$ cat src/rtl/muxnvec_pipe_if.sv
// Handshake bundle between NUM_IN vector sources, the registered vector mux and its sink.
// The master side drives sources and sink ready; the slave side is the mux itself.
interface muxnvec_pipe_if #(
  parameter int WIDTH  = 32,
  parameter int DEPTH  = 4,
  parameter int NUM_IN = 3,
  parameter int SELW   = $clog2(NUM_IN)
);
  logic [WIDTH-1:0]  d [NUM_IN][DEPTH];
  logic [NUM_IN-1:0] in_valid;
  logic [NUM_IN-1:0] in_ready;
  logic              mode;
  logic [SELW-1:0]   sel;
  logic [DEPTH-1:0]  lane_mask;
  logic [WIDTH-1:0]  y [DEPTH];
  logic [SELW-1:0]   out_src;
  logic              out_valid;
  logic              out_ready;

  modport master (
    output d, in_valid, mode, sel, lane_mask, out_ready,
    input  in_ready, y, out_src, out_valid
  );

  modport slave (
    input  d, in_valid, mode, sel, lane_mask, out_ready,
    output in_ready, y, out_src, out_valid
  );
endinterface

$ cat src/rtl/muxnvec_pipe.sv
// Registered N-way vector mux with fixed-select or round-robin arbitration,
// per-lane merge mask and a one-entry valid/ready output register.
module muxnvec_pipe #(
  parameter int WIDTH  = 32,
  parameter int DEPTH  = 4,
  parameter int NUM_IN = 3,
  parameter int SELW   = $clog2(NUM_IN)
) (
  input  logic           clk,
  input  logic           rst_n,
  muxnvec_pipe_if.slave  bus
);

  logic [SELW-1:0]  rr_ptr;
  logic [SELW-1:0]  rr_grant;
  logic [SELW-1:0]  cand;
  logic             rr_found;
  logic [SELW-1:0]  grant;
  logic             grant_vld;
  logic             granted_valid;
  logic             can_load;
  logic             accept;
  logic [SELW-1:0]  next_ptr;
  logic [WIDTH-1:0] gdata [DEPTH];

  assign can_load = ~bus.out_valid | bus.out_ready;

  // Scan sources starting at rr_ptr, wrapping modulo NUM_IN; first requester wins.
  always_comb begin
    rr_grant = '0;
    rr_found = 1'b0;
    cand     = '0;
    for (int k = 0; k < NUM_IN; k++) begin
      cand = SELW'((int'(rr_ptr) + k) % NUM_IN);
      if (!rr_found && bus.in_valid[cand]) begin
        rr_found = 1'b1;
        rr_grant = cand;
      end
    end
  end

  always_comb begin
    grant     = '0;
    grant_vld = 1'b0;
    if (bus.mode) begin
      grant     = rr_grant;
      grant_vld = rr_found;
    end else begin
      grant     = bus.sel;
      grant_vld = (int'(bus.sel) < NUM_IN);
    end
  end

  // Loop compare instead of direct indexing keeps an out-of-range sel harmless.
  always_comb begin
    bus.in_ready  = '0;
    granted_valid = 1'b0;
    for (int l = 0; l < DEPTH; l++) gdata[l] = '0;
    for (int i = 0; i < NUM_IN; i++) begin
      if (grant_vld && grant == SELW'(i)) begin
        bus.in_ready[i] = can_load & rst_n;
        granted_valid   = bus.in_valid[i];
        gdata           = bus.d[i];
      end
    end
  end

  assign accept   = rst_n & grant_vld & can_load & granted_valid;
  assign next_ptr = (grant == SELW'(NUM_IN - 1)) ? '0 : grant + 1'b1;

  always_ff @(posedge clk) begin
    if (!rst_n) begin
      for (int l = 0; l < DEPTH; l++) bus.y[l] <= '0;
      bus.out_src   <= '0;
      bus.out_valid <= 1'b0;
      rr_ptr        <= '0;
    end else if (accept) begin
      for (int l = 0; l < DEPTH; l++) begin
        if (bus.lane_mask[l]) bus.y[l] <= gdata[l];
      end
      bus.out_src   <= grant;
      bus.out_valid <= 1'b1;
      if (bus.mode) rr_ptr <= next_ptr;
    end else if (bus.out_valid && bus.out_ready) begin
      bus.out_valid <= 1'b0;
    end
  end

endmodule

$ cat src/flat_wrapper.sv
// flat-port wrapper written by rule: the top's interface ports become plain ports
module muxnvec_pipe_flat 
#(
  parameter int WIDTH  = 32,
  parameter int DEPTH  = 4,
  parameter int NUM_IN = 3,
  parameter int SELW   = $clog2(NUM_IN)
)
  (clk, rst_n, bus_d, bus_in_valid, bus_mode, bus_sel, bus_lane_mask, bus_out_ready, bus_in_ready, bus_y, bus_out_src, bus_out_valid);
  muxnvec_pipe_if #(.WIDTH(WIDTH), .DEPTH(DEPTH), .NUM_IN(NUM_IN), .SELW(SELW)) bus_i ();
  input  logic clk;
  input  logic rst_n;
  input wire logic [$bits(bus_i.d)-1:0] bus_d;
  input wire logic [$bits(bus_i.in_valid)-1:0] bus_in_valid;
  input wire logic [$bits(bus_i.mode)-1:0] bus_mode;
  input wire logic [$bits(bus_i.sel)-1:0] bus_sel;
  input wire logic [$bits(bus_i.lane_mask)-1:0] bus_lane_mask;
  input wire logic [$bits(bus_i.out_ready)-1:0] bus_out_ready;
  output wire logic [$bits(bus_i.in_ready)-1:0] bus_in_ready;
  output wire logic [$bits(bus_i.y)-1:0] bus_y;
  output wire logic [$bits(bus_i.out_src)-1:0] bus_out_src;
  output wire logic [$bits(bus_i.out_valid)-1:0] bus_out_valid;
  assign bus_i.d = {>>{bus_d}};
  assign bus_i.in_valid = bus_in_valid;
  assign bus_i.mode = bus_mode;
  assign bus_i.sel = bus_sel;
  assign bus_i.lane_mask = bus_lane_mask;
  assign bus_i.out_ready = bus_out_ready;
  assign bus_in_ready = bus_i.in_ready;
  assign bus_y = {>>{bus_i.y}};
  assign bus_out_src = bus_i.out_src;
  assign bus_out_valid = bus_i.out_valid;
  muxnvec_pipe #(.WIDTH(WIDTH), .DEPTH(DEPTH), .NUM_IN(NUM_IN), .SELW(SELW)) u_core (.clk(clk), .rst_n(rst_n), .bus(bus_i));
endmodule
$ cat config.mk
export PLATFORM = sky130hd
export DESIGN_NAME = muxnvec_pipe_flat
export DESIGN_NICKNAME = d
export VERILOG_FILES = /design/src/rtl/muxnvec_pipe_if.sv /design/src/rtl/muxnvec_pipe.sv /design/src/flat_wrapper.sv
export SDC_FILE = /design/constraint.sdc
export NUM_CORES = 1
export LEC_CHECK = 0
export ABC_AREA = 1
export BUFFER_PORTS_ARGS = -buffer_cell sky130_fd_sc_hd__buf_2
export CORE_AREA = 2 2 209 211
export CTS_CLUSTER_SIZE = 28
export DETAILED_ROUTE_END_ITERATION = 8
export DIE_AREA = 0 0 211 213
export GPL_TIMING_DRIVEN = 0
export RECOVER_POWER = 25
export SLEW_MARGIN = 40
export SYNTH_ARGS = -nofsm -noshare
export SYNTH_HDL_FRONTEND = slang
export SYNTH_SLANG_ARGS = --single-unit
$ cat constraint.sdc
create_clock -name clk -period 2.75 [get_ports clk]
set_input_delay 0.275 -clock clk [delete_from_list [all_inputs] [get_ports clk]]
set_output_delay 0.275 -clock clk [all_outputs]
set_load 0.01 [all_outputs]
==> results, run 1 <==
- Of the post-synthesis cell area, the dominant cell type holds 0.309.
- The global placement routability congestion is 0.960.
- The total internal power is 4420 uW.
- Sorting the synthesized cells by how often they occur yields 465 x sky130_fd_sc_hd__nand2_1, 267 x sky130_fd_sc_hd__nand3_1, 189 x sky130_fd_sc_hd__nor2_1, 165 x sky130_fd_sc_hd__inv_1, 133 x sky130_fd_sc_hd__dfxtp_1.
- After synthesis, the share of flip-flops with an asynchronous set or reset is 0.
- The synthesized instance count is 1483.
- The clock passes through at most 2 buffers.
- The leftover overflow at the end of global routing is 0.
- The synthesized design contains 133 register bits.
- The cell at the root of the clock tree is sky130_fd_sc_hd__clkbuf_16.
- Setup repair after global routing could not meet its margin everywhere.
- Across the run, the number of max-cap violations was 0.
- The number of buffers and inverters on the critical path is 6.
- The number of buffers added on ports is 529.
- Subtracting the final worst setup slack from the clock period gives 2710 ps.
- Of the total power, combinational logic draws 0.376.
- The cell taking the most area after synthesis is sky130_fd_sc_hd__dfxtp_1.
- The yosys synthesis warning count is 0.
- The setup slack of the critical path after layout is 40.6 ps.
- The initial DRC count is 613.
- The summed negative setup slack over all endpoints is 0 ps.
- The slew of the pin with the lowest slew margin is 789 ps.
- Clock skew on the completed layout was measured at 13.2 ps.
- The data required time of the worst path is 3120 ps.
- The die footprint is 44900 sq um.
- The detailed-routing iteration count for the pre-antenna-repair pass is 5.
- The worst setup path is launched from a flip-flop.
- The TritonCTS sink count is 133.
- The share of the core filled with cells in the final layout is 0.307.
- After detailed routing, the number of remaining DRC violations is 0.
- The critical path's largest stage delay is 360 ps.
- The wire length reported by the detailed router is 44300 um.
- The critical path goes through buf_4, ha_4, inv_2, nand2_2, nand3_2, nand2_4, buf_4, nand3_1, o21ai_2, a21oi_4, nand2_1, nand2_1, inv_4, nand3_4, buf_12, buf_4, o21bai_2, nor2_1.
- The floorplan step defined a core boundary enclosing 42700 sq um.
- The area of combinational cells with multiple inputs is 4850 sq um.
- The horizontal extent of the die is 211 um.
- The post-layout net count is 2452.
- The count of pins over their slew limit came to 0.
- The run finished with clean final reports.
- Summing over every cut layer, the via total after detailed routing is 11500.
- The tightest slew margin relative to the limit is 0.473.
- The area overhead of the layout relative to synthesis is 52.4%.
- For this run, the top clock speed supported by timing is 0.369 GHz.
- The initial core utilization is 0.202.
- The worst ir drop on vdd is 322 uV.
- The most common flop cell mapped by yosys is sky130_fd_sc_hd__dfxtp_1.
- For this design the top-level I/O count stands at 531.
- The count of cell instances traversed by the critical path is 18.
- The type of the worst setup path is flip-flop to flip-flop.
- The first-pass GRT wire length is 61300 um.
- Row generation in the floorplan step produced 76 rows.
- For this design, the slowest cell found on the critical path is sky130_fd_sc_hd__dfxtp_4.
- The netlist uses 23 different library cells.
- The library cell with the highest instance count after synthesis is sky130_fd_sc_hd__nand2_1.
- The number of enable flip-flop cells after synthesis is 0.
- Clock-pin slew was measured on the worst setup and hold paths at 60 ps.
- The sequential cells in the finished layout cover a total of 2670 sq um.
- The detail-routed via count per cell is 4.39.
- The ratio of final minimum period to clock period is 0.985.
- The cell seen most often among critical-path stages is sky130_fd_sc_hd__buf_4.
- For the worst setup path, the data arrival time is 3080 ps.
- The total net switching power is 2670 uW.
- The kind of end point of the critical path is a flip-flop.
- The average detailed-routed wire length per instance is 17.0 um.
- The half-perimeter wire length of the detailed placement result is 35100 um.
- TritonCTS built the clock tree.
- The maximum number of pins on one net before global-route repair is 17.
- In the final layout, the share of cells above drive strength 1 is 0.351.
- The number of nets handed over by synthesis was 1884.
- The number of antenna violations at the first check in global routing is 5.
- Clock latency on the worst-skew pair, taken at its later pin, is 440 ps.
- The count of endpoints failing hold in the final timing report is 0.
- In this run the worst path has a maximum fanout of 10.
- Yosys attributes the largest share of cell area to sky130_fd_sc_hd__dfxtp_1 31%, sky130_fd_sc_hd__nand2_1 20%, sky130_fd_sc_hd__nand3_1 16%.
- Of the synthesized area, sequential elements account for 0.309.
- The tightest min-delay check is of the input pin to flip-flop type.
- In this run, post-CTS hold repair placed 0 buffers.
- The die is 213 um tall.
- The remaining number of nets flagged by the antenna check after routing is 0.
- The worst setup slack before clock tree synthesis is -560 ps.
- The number of cells on the worst reg-to-reg path is 18.
- The number of levels the H-tree was split into is 4.
- For this run, the total global-route usage over all layers was measured as 0.186.
- The portion of total power attributed to sequential cells is 0.308.
- Along the worst hold path, the cell count comes to 4.
- Power spread over the standard cell area amounts to 540 nW/um^2.
- In this run the mean area of a mapped cell was 5.81 sq um.
- The count of filler cells inserted in the layout is 4800.
- The switching share of power is 0.377.
- The via count of the first global-routing pass is 10900.
- The clock buffer count from CTS is 17.
- The relative contribution of the clock network to total power is 0.316.
- The static leakage is 0.00715 uW.
- Grouping stages by cell kind, the critical path spends the most delay in buffers and inverters.
- Setup violations remaining at the end of the flow were counted as 0.
- The mapped netlist covers 8610 sq um.
==> cells in the final DEF (no fill, tap or decap), drive strengths merged <==
master,instances
clkbuf,92
o21bai,79
nor3,2
nand2,468
ha,4
buf,574
clkinvlp,4
clkinv,3
nand3,274
a21oi,5
inv,227
nor2,189
dfxtp,133
nand3b,1
diode,1
nand4,4
o21ai,4
bufinv,1
==> through the flow <==
| stage | power [uW] | instance area [sq um] | instances | hold slack [ps] |
|---|---|---|---|---|
| 2_1_floorplan | 3580 | 8610 | 1483 | 451 |
| 4_1_cts | 7050 | 12800 | 2601 | 100 |
| 3_5_place_dp | 4660 | 11900 | 2558 | 481 |
| 6_report | 7080 | 13100 | 2611 | 137 |
| 3_3_place_gp | 4640 | 11900 | 2558 | 476 |
| 5_1_grt | 7530 | 13100 | 2610 | 140 |
==> cell families after synthesis <==
| group | count (synthesis) | share of synthesized area |
|---|---|---|
| compound gates | 88 | 0.0745 |
| fa+ha+maj | 4 | 0.00581 |
| buf+inv | 321 | 0.152 |
| flops | 133 | 0.309 |
| simple gates | 937 | 0.458 |
==> layer usage <==
layer	wire length, um	track usage
met1	17700	0.207
met2	21300	0.328
met3	3260	0.0446
met4	2070	0.101
met5	31	0
==> timing repair <==
item / in CTS / in global routing
setup buffers: 13 / 9
gates cloned: 0 / 2
gates resized for setup: 48 / 116
pin swaps: 8 / 15
setup endpoints to repair: 123 / 131
==> flip-flops by register name (all words and copies together), names as in the netlist <==
| register | flops |
|---|---|
| u_core.bus.y | 128 |
| u_core.rr_ptr | 2 |
| u_core.bus.out_valid | 1 |
| u_core.bus.out_src | 2 |
==> final timing paths <==
path,startpoint,to,slack (ps)
setup / recovery,u_core.rr_ptr[0]$_SDFFE_PN0P_,u_core.bus.y[55]$_SDFFE_PN0P_,40
setup reg to reg,u_core.rr_ptr[0]$_SDFFE_PN0P_,u_core.bus.y[55]$_SDFFE_PN0P_,40
hold / removal,bus_out_ready,u_core.bus.out_valid$_SDFFE_PN0P_,140
hold reg to reg,u_core.bus.out_src[0]$_SDFFE_PN0P_,u_core.bus.out_src[0]$_SDFFE_PN0P_,500
==> power groups by stage <==
| stage | Sequential [uW] | Clock, uW | Combinational [uW] |
|---|---|---|---|
| floorplan | 2290 | 0 | 1300 |
| global placement | 2210 | 0 | 2420 |
| detailed placement | 2220 | 0 | 2440 |
| CTS | 2180 | 2330 | 2550 |
| global route | 2200 | 2400 | 2930 |
| finish | 2180 | 2240 | 2660 |
==> area by class of cell <==
type	instances	share of cell area
flip-flops and latches	133	0.203
plain buffers	91	0.0522
clock buffers	24	0.0367
inverters	227	0.0657
well taps	546	0.0520
repair buffers	551	0.214
diodes	1	0.000191
multi-input cells	1030	0.370
clock inverters	8	0.00572
==> worst reg2reg max path, cell delays in order (launching register included) <==
cell and delay, ps:
sky130_fd_sc_hd__dfxtp_4 360, sky130_fd_sc_hd__buf_4 140, sky130_fd_sc_hd__ha_4 170, sky130_fd_sc_hd__inv_2 90, sky130_fd_sc_hd__nand2_2 70, sky130_fd_sc_hd__nand3_2 90, sky130_fd_sc_hd__nand2_4 80, sky130_fd_sc_hd__buf_4 140
sky130_fd_sc_hd__nand3_1 180, sky130_fd_sc_hd__o21ai_2 140, sky130_fd_sc_hd__a21oi_4 200, sky130_fd_sc_hd__nand2_1 90, sky130_fd_sc_hd__nand2_1 120, sky130_fd_sc_hd__inv_4 100, sky130_fd_sc_hd__nand3_4 100, sky130_fd_sc_hd__buf_12 170
sky130_fd_sc_hd__buf_4 230, sky130_fd_sc_hd__o21bai_2 90, sky130_fd_sc_hd__nor2_1 80
No activity file was read; power rests on OpenSTA's default activity.
==> run 2, diff against run 1 <==
ABC_AREA = 0   (was 1)
CAP_MARGIN = 20   (was default)
CELL_PAD_IN_SITES_DETAIL_PLACEMENT = 1   (was default)
CELL_PAD_IN_SITES_GLOBAL_PLACEMENT = 1   (was default)
CORE_AREA = 2 2 207 209   (was 2 2 209 211)
DIE_AREA = 0 0 209 211   (was 0 0 211 213)
PLACE_DENSITY_LB_ADDON = 0.1   (was default)
==> results, run 2 <==
- The run finished, with violations left.
- The final reports fail on negative setup slack.
- The count of pins over their slew limit came to 0 (unchanged).
- The final critical delay including setup and external delays is 2840 ps (+130 ps).
- The static leakage was 0.00783 uW (+9.6%).
- The TritonCTS sink count came to 133 (unchanged).
- Among all flip-flop cells after synthesis, the most frequent one is sky130_fd_sc_hd__dfxtp_1.
- The synthesized instance count is 1243 (-16%).
- The worst-case register-to-register setup slack is -90 ps (-130 ps).
- The relative contribution of the clock network to total power came to 0.394 (+0.078).
- The library cells used most frequently in the layout, excluding fill and tap cells, are 501 x sky130_fd_sc_hd__buf_2, 221 x sky130_fd_sc_hd__o21ai_0, 134 x sky130_fd_sc_hd__nand2_1.
- The yosys synthesis warning count came to 0 (unchanged).
- The cell at the root of the clock tree is sky130_fd_sc_hd__clkbuf_16.
- The fmax is 0.352 GHz (-4.6%).
- The horizontal extent of the die is 209 um (-0.95%).
- The global placement routability congestion is 0.833 (-13%).
- The switching share of power is 0.310 (-0.0666).
- The number of buffers inserted for hold repair after clock tree synthesis was 0 (unchanged).
- The detail-routed via count per cell was 4.68 (+6.8%).
- The type of the worst setup path is flip-flop to flip-flop.
- The cell depth of the worst min-delay path was 3 (-1).
- The total net switching power came to 1950 uW (-27%).
- The aggregate global-route resource usage is 0.214 (+0.0276).
- Counting flops per register, the top entry is u_core.bus.y.
- The slew of the pin with the lowest slew margin is 763 ps (-26.0 ps).
- The standard cell area after detailed placement is 12600 sq um (+5.2%).
- The leftover overflow at the end of global routing is 0 (unchanged).
- The detailed-routing iteration count for the pre-antenna-repair pass was 4 (-1).
- The data required time of the worst path is 3100 ps (-20 ps).
- The initial DRC count is 461 (-25%).
- The worst setup path is captured at a flip-flop.
- The synthesized flop and latch total came to 133 (unchanged).
- The worst setup slack before clock tree synthesis was -1020 ps (-459 ps).
- The portion of total power attributed to sequential cells is 0.321 (+0.013).
- The clock buffer count from CTS was 17 (unchanged).
- STA classifies the critical path startpoint as a flip-flop.
- The area overhead of the layout relative to synthesis is 57.7%.
- The initial core utilization is 0.221 (+0.0195).
- The number of antenna violations at the first check in global routing was 11 (+6).
- The post-layout net count is 2241 (-8.6%).
- The source-to-sink clock delay at the later pin of the worst-skew pair is 440 ps (about the same).
- The worst hold path belongs to the class input pin to flip-flop.
- The via count of the first global-routing pass is 12000 (+10%).
- The sequential element share of the synthesized area is 0.288 (-0.0210).
- The slowest cell on the critical path is sky130_fd_sc_hd__dfxtp_4.
- The tightest slew margin relative to the limit is 0.491 (+0.0179).
- In the final layout, the registers with the most flip-flops are u_core.bus.y x128, u_core.bus.out_src x2, u_core.rr_ptr x2.
- The standard cell core area is 41800 sq um (-2.2%).
- The number of buffers added on ports is 528 (-0.19%).
- The die footprint was 44100 sq um (-1.9%).
- The total internal power is 4350 uW (-1.5%).
- The power density over the cells is 432 nW/um^2 (-20%).
- The number of levels the H-tree was split into is 4 (unchanged).
- The mapped cell area is 9240 sq um (+7.3%).
- The cell taking the most area after synthesis is sky130_fd_sc_hd__dfxtp_1.
- The number of enable flip-flop cells after synthesis is 0 (unchanged).
- The worst ir drop on vdd is 279 uV (-13%).
- The wire length reported by the detailed router was 49100 um (+11%).
- The standard-cell row count is 75 (-1.3%).
- Setup repair after global routing could not meet its margin everywhere.
- The area of combinational cells with multiple inputs is 5730 sq um (+18%).
- The net count of the mapped netlist was 1644 (-13%).
- The ratio of final minimum period to clock period came to 1.03 (+0.0473).
- The total vias in the final route is 11200 (-1.9%).
- The setup slack of the critical path after layout is -89.5 ps (-130 ps).
- The share of total power in combinational logic is 0.285 (-0.091).
- The maximum number of pins on one net before global-route repair was 17 (unchanged).
- The first-pass GRT wire length came to 71300 um (+16%).
- Ranked by instance count, the synthesized netlist is headed by 244 x sky130_fd_sc_hd__o21ai_0, 135 x sky130_fd_sc_hd__nand2_1, 133 x sky130_fd_sc_hd__dfxtp_1, 133 x sky130_fd_sc_hd__mux2i_1, 132 x sky130_fd_sc_hd__inv_1.
- The library cell with the highest instance count after synthesis is sky130_fd_sc_hd__o21ai_0.
- The proportion of netlist area held by the largest area contributor was 0.288 (-0.0210).
- The number of buffers on the longest clock path is 2 (unchanged).
- The number of maximum-capacitance violations came to 0 (unchanged).
- The count of boundary I/O pins is 531 (unchanged).
- The number of distinct standard cells referenced by the synthesized netlist came to 50 (+120%).
- The count of endpoints failing hold in the final timing report was 0 (unchanged).
- The summed area of non-filler cells in the final layout is 14600 sq um (+11%).
- The worst clock skew on the final layout was 6.73 ps (-6.48 ps).
- After synthesis, the cell types taking the most area are sky130_fd_sc_hd__dfxtp_1 29%, sky130_fd_sc_hd__mux2i_1 14%, sky130_fd_sc_hd__o21ai_0 13%.
- The register area is 2670 sq um (unchanged).
- The proportion of synthesized flip-flops having asynchronous set or reset is 0 (unchanged).
- The share of post-route cells with drive strength above 1 came to 0.389 (+0.0378).
- The maximum fanout along the worst path came to 7 (-3).
- The overall power is 6300 uW (-11%).
- The average instance area after synthesis is 7.43 sq um (+28%).
- The flip-flop count of the largest register, all copies and words added came to 128 (unchanged).
- The worst hold slack across all endpoints is 174 ps (+37.8 ps).
- The depth of the worst register-to-register path is 13 (-5).
- The remaining number of nets flagged by the antenna check after routing is 0 (unchanged).
- The arrival time of data at the critical path endpoint was 3190 ps (+110 ps).
- The post-CTS clock slew at the launch and capture registers of the worst setup and hold paths is 60 ps (about the same).
- The half-perimeter wire length of the detailed placement result is 37900 um (+7.9%).
- The number of DRC violations after detailed routing is 0 (unchanged).
- The critical path's largest stage delay is 390 ps (+30 ps).
- TritonCTS built the clock tree.
- The most common library cell in the layout ignoring fill and taps is sky130_fd_sc_hd__buf_2.
- The signal on the critical path passes through inv_4, ha_4, mux2i_1, or2_4, a31o_4, o22ai_4, buf_6, o41ai_4, buf_6, o2111ai_4, buf_12, buf_12, mux2i_2.
- The average detailed-routed wire length per instance is 20.5 um (+21%).
- The final setup violation count is 104 (+104).
- The die extent in y is 211 um (-0.94%).
- The count of filler cells inserted in the layout is 5184 (+8.0%).
[run 2: cell count changes in the layout (fill, tap and decap cells not counted), moves of 33 or more]
| cell | delta |
|---|---|
| sky130_fd_sc_hd__nand2_1 | -320 |
| sky130_fd_sc_hd__nand3_1 | -262 |
| sky130_fd_sc_hd__o21ai_0 | +219 |
| sky130_fd_sc_hd__nor2_1 | -176 |
| sky130_fd_sc_hd__mux2i_1 | +130 |
| sky130_fd_sc_hd__and3_1 | +128 |
| sky130_fd_sc_hd__o31ai_1 | +113 |
| sky130_fd_sc_hd__o21bai_1 | -76 |
| sky130_fd_sc_hd__inv_2 | -60 |
| sky130_fd_sc_hd__o21ai_1 | +35 |
| sky130_fd_sc_hd__clkbuf_2 | +33 |
[run 2: logic make-up after synthesis]
| kind of cell | count (synthesis) | share of synthesized area |
|---|---|---|
| buffers and inverters | 265 | 0.119 |
| muxes | 133 | 0.144 |
| AOI/OAI and AO/OA | 416 | 0.282 |
| DFF | 133 | 0.288 |
| adders and majority gates | 4 | 0.00542 |
| and+or+nand+nor | 292 | 0.161 |
[run 2: final timing paths]
check / from / to
setup reg to reg: u_core.rr_ptr[0]$_SDFFE_PN0P_ / u_core.bus.y[109]$_SDFFE_PN0P_
hold reg to reg: u_core.bus.y[9]$_SDFFE_PN0P_ / u_core.bus.y[9]$_SDFFE_PN0P_
hold / removal: bus_out_ready / u_core.bus.out_valid$_SDFFE_PN0P_
setup / recovery: u_core.rr_ptr[0]$_SDFFE_PN0P_ / u_core.bus.y[109]$_SDFFE_PN0P_
[run 2: area by class of cell]
cell class / instances / area share
repair buffers: 585 / 0.236
clock buffers: 21 / 0.0330
flip-flops and latches: 133 / 0.183
well taps: 539 / 0.0463
plain buffers: 125 / 0.0631
inverters: 133 / 0.0344
multi-input cells: 845 / 0.393
diodes: 6 / 0.00103
clock inverters: 11 / 0.0101
[run 2: layer usage]
metal / up-vias / part of all wire / track usage
met4: 8 / 0.023 / 0.0695
met1: 5269 / 0.43 / 0.252
met2: 323 / 0.49 / 0.379
met3: 56 / 0.053 / 0.0535
li1: 5577 / - / -
met5: - / 0.00085 / 0
[run 2: critical path, delay by kind of cell, from the launching register on]
| kind | cells | cell delay, ps |
|---|---|---|
| compound gates | 4 | 710 |
| mux | 2 | 310 |
| simple gates | 1 | 300 |
| flops | 1 | 390 |
| fa+ha+maj | 1 | 320 |
| buf+inv | 5 | 720 |
[run 2: timing repair]
item | 4_1_cts | 5_1_grt
cloned | 5 | 7
resized for setup | 164 | 118
setup buffers | 31 | 16
pin swaps | 20 | 17
endpoints found under the setup margin | 136 | 135
[run 2: power by group through the flow]
stage / Clock (uW) / Sequential (uW) / Combinational [uW]
after floorplan: 0 / 2100 / 771
after global placement: 0 / 2070 / 1500
after detailed placement: 0 / 2070 / 1510
after CTS: 2550 / 2030 / 1700
after global routing: 2630 / 2030 / 1960
final: 2480 / 2030 / 1800
[run 2: through the flow]
step	setup TNS (ps)	cells	utilization
5_1_grt	-17240	2396	0.349
6_report	-3160	2398	0.349
4_1_cts	-12310	2374	0.337
2_1_floorplan	0	1243	-
3_3_place_gp	-149520	2310	0.301
3_5_place_dp	-121870	2310	0.301
==> run 3, diff against run 2 <==
PLACE_DENSITY = 0.71   (was default)
PLACE_DENSITY_LB_ADDON = default   (was 0.1)
==> results, run 3 (synthesis gave the netlist of run 2 again) <==
- The worst-case register-to-register setup slack is -140 ps (-50 ps).
- The via count of the first global-routing pass is 12400 (+3.2%).
- The source-to-sink clock delay at the later pin of the worst-skew pair was 430 ps (about the same).
- Setup repair after global routing could not meet its margin everywhere.
- The final reports fail on negative setup slack.
- The maximum number of pins on one net before global-route repair is 17 (unchanged).
- By startpoint and endpoint, the worst setup path is classified as flip-flop to flip-flop.
- The final setup violation count is 131 (+26%).
- The global placement routability congestion is 0.923 (+11%).
- The clock buffer count from CTS is 17 (unchanged).
- The largest register by flop count is u_core.bus.y.
- The overall power came to 6220 uW (-1.2%).
- The number of maximum-capacitance violations is 0 (unchanged).
- The share of post-route cells with drive strength above 1 was 0.382 (-0.00704).
- The number of antenna violations at the first check in global routing is 5 (-6).
- The die extent in y came to 211 um (unchanged).
- The flow ran to the end, but the final reports show violations.
- The slew of the pin with the lowest slew margin is 849 ps (+86.2 ps).
- The remaining number of nets flagged by the antenna check after routing is 0 (unchanged).
- The area overhead of the layout relative to synthesis is 57.4%.
- The number of levels the H-tree was split into was 4 (unchanged).
- The detailed-routing iteration count for the pre-antenna-repair pass is 4 (unchanged).
- The worst register-to-register path begins at u_core.rr_ptr[0]$_SDFFE_PN0P_.
- The relative contribution of the clock network to total power is 0.382 (-0.012).
- The total vias in the final route is 11600 (+3.4%).
- The static leakage was 0.00778 uW (-0.73%).
- The worst setup slack before clock tree synthesis is -1090 ps (-70.7 ps).
- The number of buffers on the longest clock path is 2 (unchanged).
- The portion of total power attributed to sequential cells is 0.326 (+0.005).
- The kind of start point of the critical path is a flip-flop.
- The horizontal extent of the die is 209 um (unchanged).
- The total internal power is 4240 uW (-2.5%).
- The setup slack of the critical path after layout came to -136 ps (-46.3 ps).
- The initial DRC count is 494 (+7.2%).
- The count of endpoints failing hold in the final timing report came to 0 (unchanged).
- The average detailed-routed wire length per instance is 20.8 um (+1.6%).
- The total net switching power is 1980 uW (+1.6%).
- The count of pins over their slew limit came to 0 (unchanged).
- The cell depth of the worst min-delay path is 5 (+2).
- The post-CTS clock slew at the launch and capture registers of the worst setup and hold paths is 70 ps (about the same).
- The data required time of the worst path is 3110 ps (about the same).
- The depth of the worst register-to-register path is 12 (-1).
- STA classifies the critical path endpoint as a flip-flop.
- The standard cell core area is 41800 sq um (unchanged).
- TritonCTS built the clock tree.
- The maximum fanout along the worst path is 7 (unchanged).
- The wire length reported by the detailed router is 50000 um (+1.8%).
- In this run the critical register-to-register path is captured at u_core.bus.y[2]$_SDFFE_PN0P_.
- The post-layout net count is 2249 (+0.36%).
- The sink of the worst hold path is u_core.bus.y[75]$_SDFFE_PN0P_.
- The share of the core filled with cells in the final layout is 0.348 (-0.000749).
- The arrival time of data at the critical path endpoint came to 3250 ps (+60 ps).
- The die footprint is 44100 sq um (unchanged).
- The ratio of final minimum period to clock period is 1.05 (+0.0168).
- The switching share of power is 0.319 (+0.00885).
- The top cell types in the final layout, fill and taps aside, are 496 x sky130_fd_sc_hd__buf_2, 229 x sky130_fd_sc_hd__o21ai_0, 134 x sky130_fd_sc_hd__nand2_1.
- The aggregate global-route resource usage is 0.217 (+0.00315).
- The TritonCTS sink count is 133 (unchanged).
- The number of standard cells in the final layout excluding fillers is 2402 (+0.17%).
- The number of buffers inserted for hold repair after clock tree synthesis came to 0 (unchanged).
- The fmax is 0.347 GHz (-1.6%).
- The worst clock skew on the final layout is 12.6 ps (+5.84 ps).
- The path class of the tightest hold or removal check is input pin to flip-flop.
- The detail-routed via count per cell was 4.83 (+3.2%).
- The largest registers in the layout are u_core.bus.y x128, u_core.bus.out_src x2, u_core.rr_ptr x2.
- The initial core utilization is 0.221 (unchanged).
- The power density over the cells was 428 nW/um^2 (-1.0%).
- The final critical delay including setup and external delays is 2890 ps (+46.3 ps).
- The standard-cell row count was 75 (unchanged).
- The flip-flop count of the largest register, all copies and words added is 128 (unchanged).
- The cell at the root of the clock tree is sky130_fd_sc_hd__clkbuf_16.
- The most common library cell in the layout ignoring fill and taps is sky130_fd_sc_hd__buf_2.
- The standard cell area after detailed placement is 12600 sq um (unchanged).
- The startpoint identified for the worst hold timing path is bus_d[75].
- The first-pass GRT wire length is 72600 um (+1.8%).
- The count of placed standard cells including taps is 2310 (unchanged).
- The share of total power in combinational logic came to 0.292 (+0.007).
- The worst ir drop on vdd was 258 uV (-7.3%).
- The tightest slew margin relative to the limit is 0.434 (-0.0574).
- The number of buffers added on ports was 528 (unchanged).
- The count of boundary I/O pins is 531 (unchanged).
- The summed area of non-filler cells in the final layout is 14500 sq um (-0.21%).
- The half-perimeter wire length of the detailed placement result is 38400 um (+1.4%).
- The leftover overflow at the end of global routing came to 0 (unchanged).
- The number of DRC violations after detailed routing is 0 (unchanged).
- The count of filler cells inserted in the layout is 5295 (+2.1%).
run 3: cell count changes in the layout (fill, tap and decap cells not counted), moves of 5 or more:
cell and delta:
sky130_fd_sc_hd__buf_2 -5, sky130_fd_sc_hd__o21ai_0 +8, sky130_fd_sc_hd__o21ai_1 -9, sky130_fd_sc_hd__o31ai_1 +14, sky130_fd_sc_hd__clkbuf_1 +13, sky130_fd_sc_hd__o31ai_2 -14
run 3: power groups by stage:
stage	registers, uW	logic, uW	clock network, uW
after floorplan	2100	771	0
after global placement	2070	1490	0
after detailed placement	2070	1520	0
after CTS	2030	1760	2440
after global routing	2030	1960	2520
final	2030	1820	2380
run 3: per-layer routing:
metal,vias to the layer above,global-route usage,wire [um]
met4,6,0.0879,1630
met2,394,0.388,24900
met1,5549,0.251,20900
li1,5583,-,-
met3,81,0.0474,2570
met5,-,0,34
run 3: repair_timing:
action,in CTS,in global routing
pin swaps,19,15
gates cloned,8,3
gates resized for setup,171,56
buffers inserted,40,14
setup endpoints to repair,136,133
run 3: how the worst max path moves through the flow:
stage                                             start                             end  cells past startpoint
after global routing      u_core.rr_ptr[1]$_SDFFE_PN0P_   u_core.bus.y[95]$_SDFFE_PN0P_                     13
after global placement    u_core.rr_ptr[0]$_SDFFE_PN0P_   u_core.bus.y[20]$_SDFFE_PN0P_                     12
after CTS                 u_core.rr_ptr[0]$_SDFFE_PN0P_   u_core.bus.y[87]$_SDFFE_PN0P_                     15
after detailed placement  u_core.rr_ptr[0]$_SDFFE_PN0P_  u_core.bus.y[101]$_SDFFE_PN0P_                     12
after floorplan           u_core.rr_ptr[0]$_SDFFE_PN0P_  u_core.bus.y[100]$_SDFFE_PN0P_                     12
final                     u_core.rr_ptr[0]$_SDFFE_PN0P_    u_core.bus.y[2]$_SDFFE_PN0P_                     12
run 3: layout make-up:
class / instances / area [sq um] / share of cell area
repair buffers: 593 / 3470 / 0.238
inverters: 133 / 502 / 0.0345
multi-input cells: 845 / 5720 / 0.394
plain buffers: 125 / 910 / 0.0626
diodes: 2 / 5.00 / 0.000344
clock buffers: 18 / 429 / 0.0295
clock inverters: 14 / 161 / 0.0111
flip-flops and latches: 133 / 2670 / 0.184
well taps: 539 / 674 / 0.0464
run 3: metrics by stage:
stage	TNS [ps]	hold slack, ps
detailed placement	-132060	449
global route	-23120	266
finish	-10560	247
floorplan	0	479
global placement	-159630	442
CTS	-16200	216
run 3: worst max-delay path, stage by stage (launching register included):
cell and delay, ps:
sky130_fd_sc_hd__dfxtp_4 370, sky130_fd_sc_hd__inv_4 40, sky130_fd_sc_hd__ha_4 320, sky130_fd_sc_hd__nand3b_1 180, sky130_fd_sc_hd__or2_4 330, sky130_fd_sc_hd__a31o_4 280, sky130_fd_sc_hd__and2_4 180, sky130_fd_sc_hd__and3_4 170
sky130_fd_sc_hd__buf_8 130, sky130_fd_sc_hd__o2111ai_4 210, sky130_fd_sc_hd__buf_12 200, sky130_fd_sc_hd__clkbuf_16 180, sky130_fd_sc_hd__mux2i_1 190
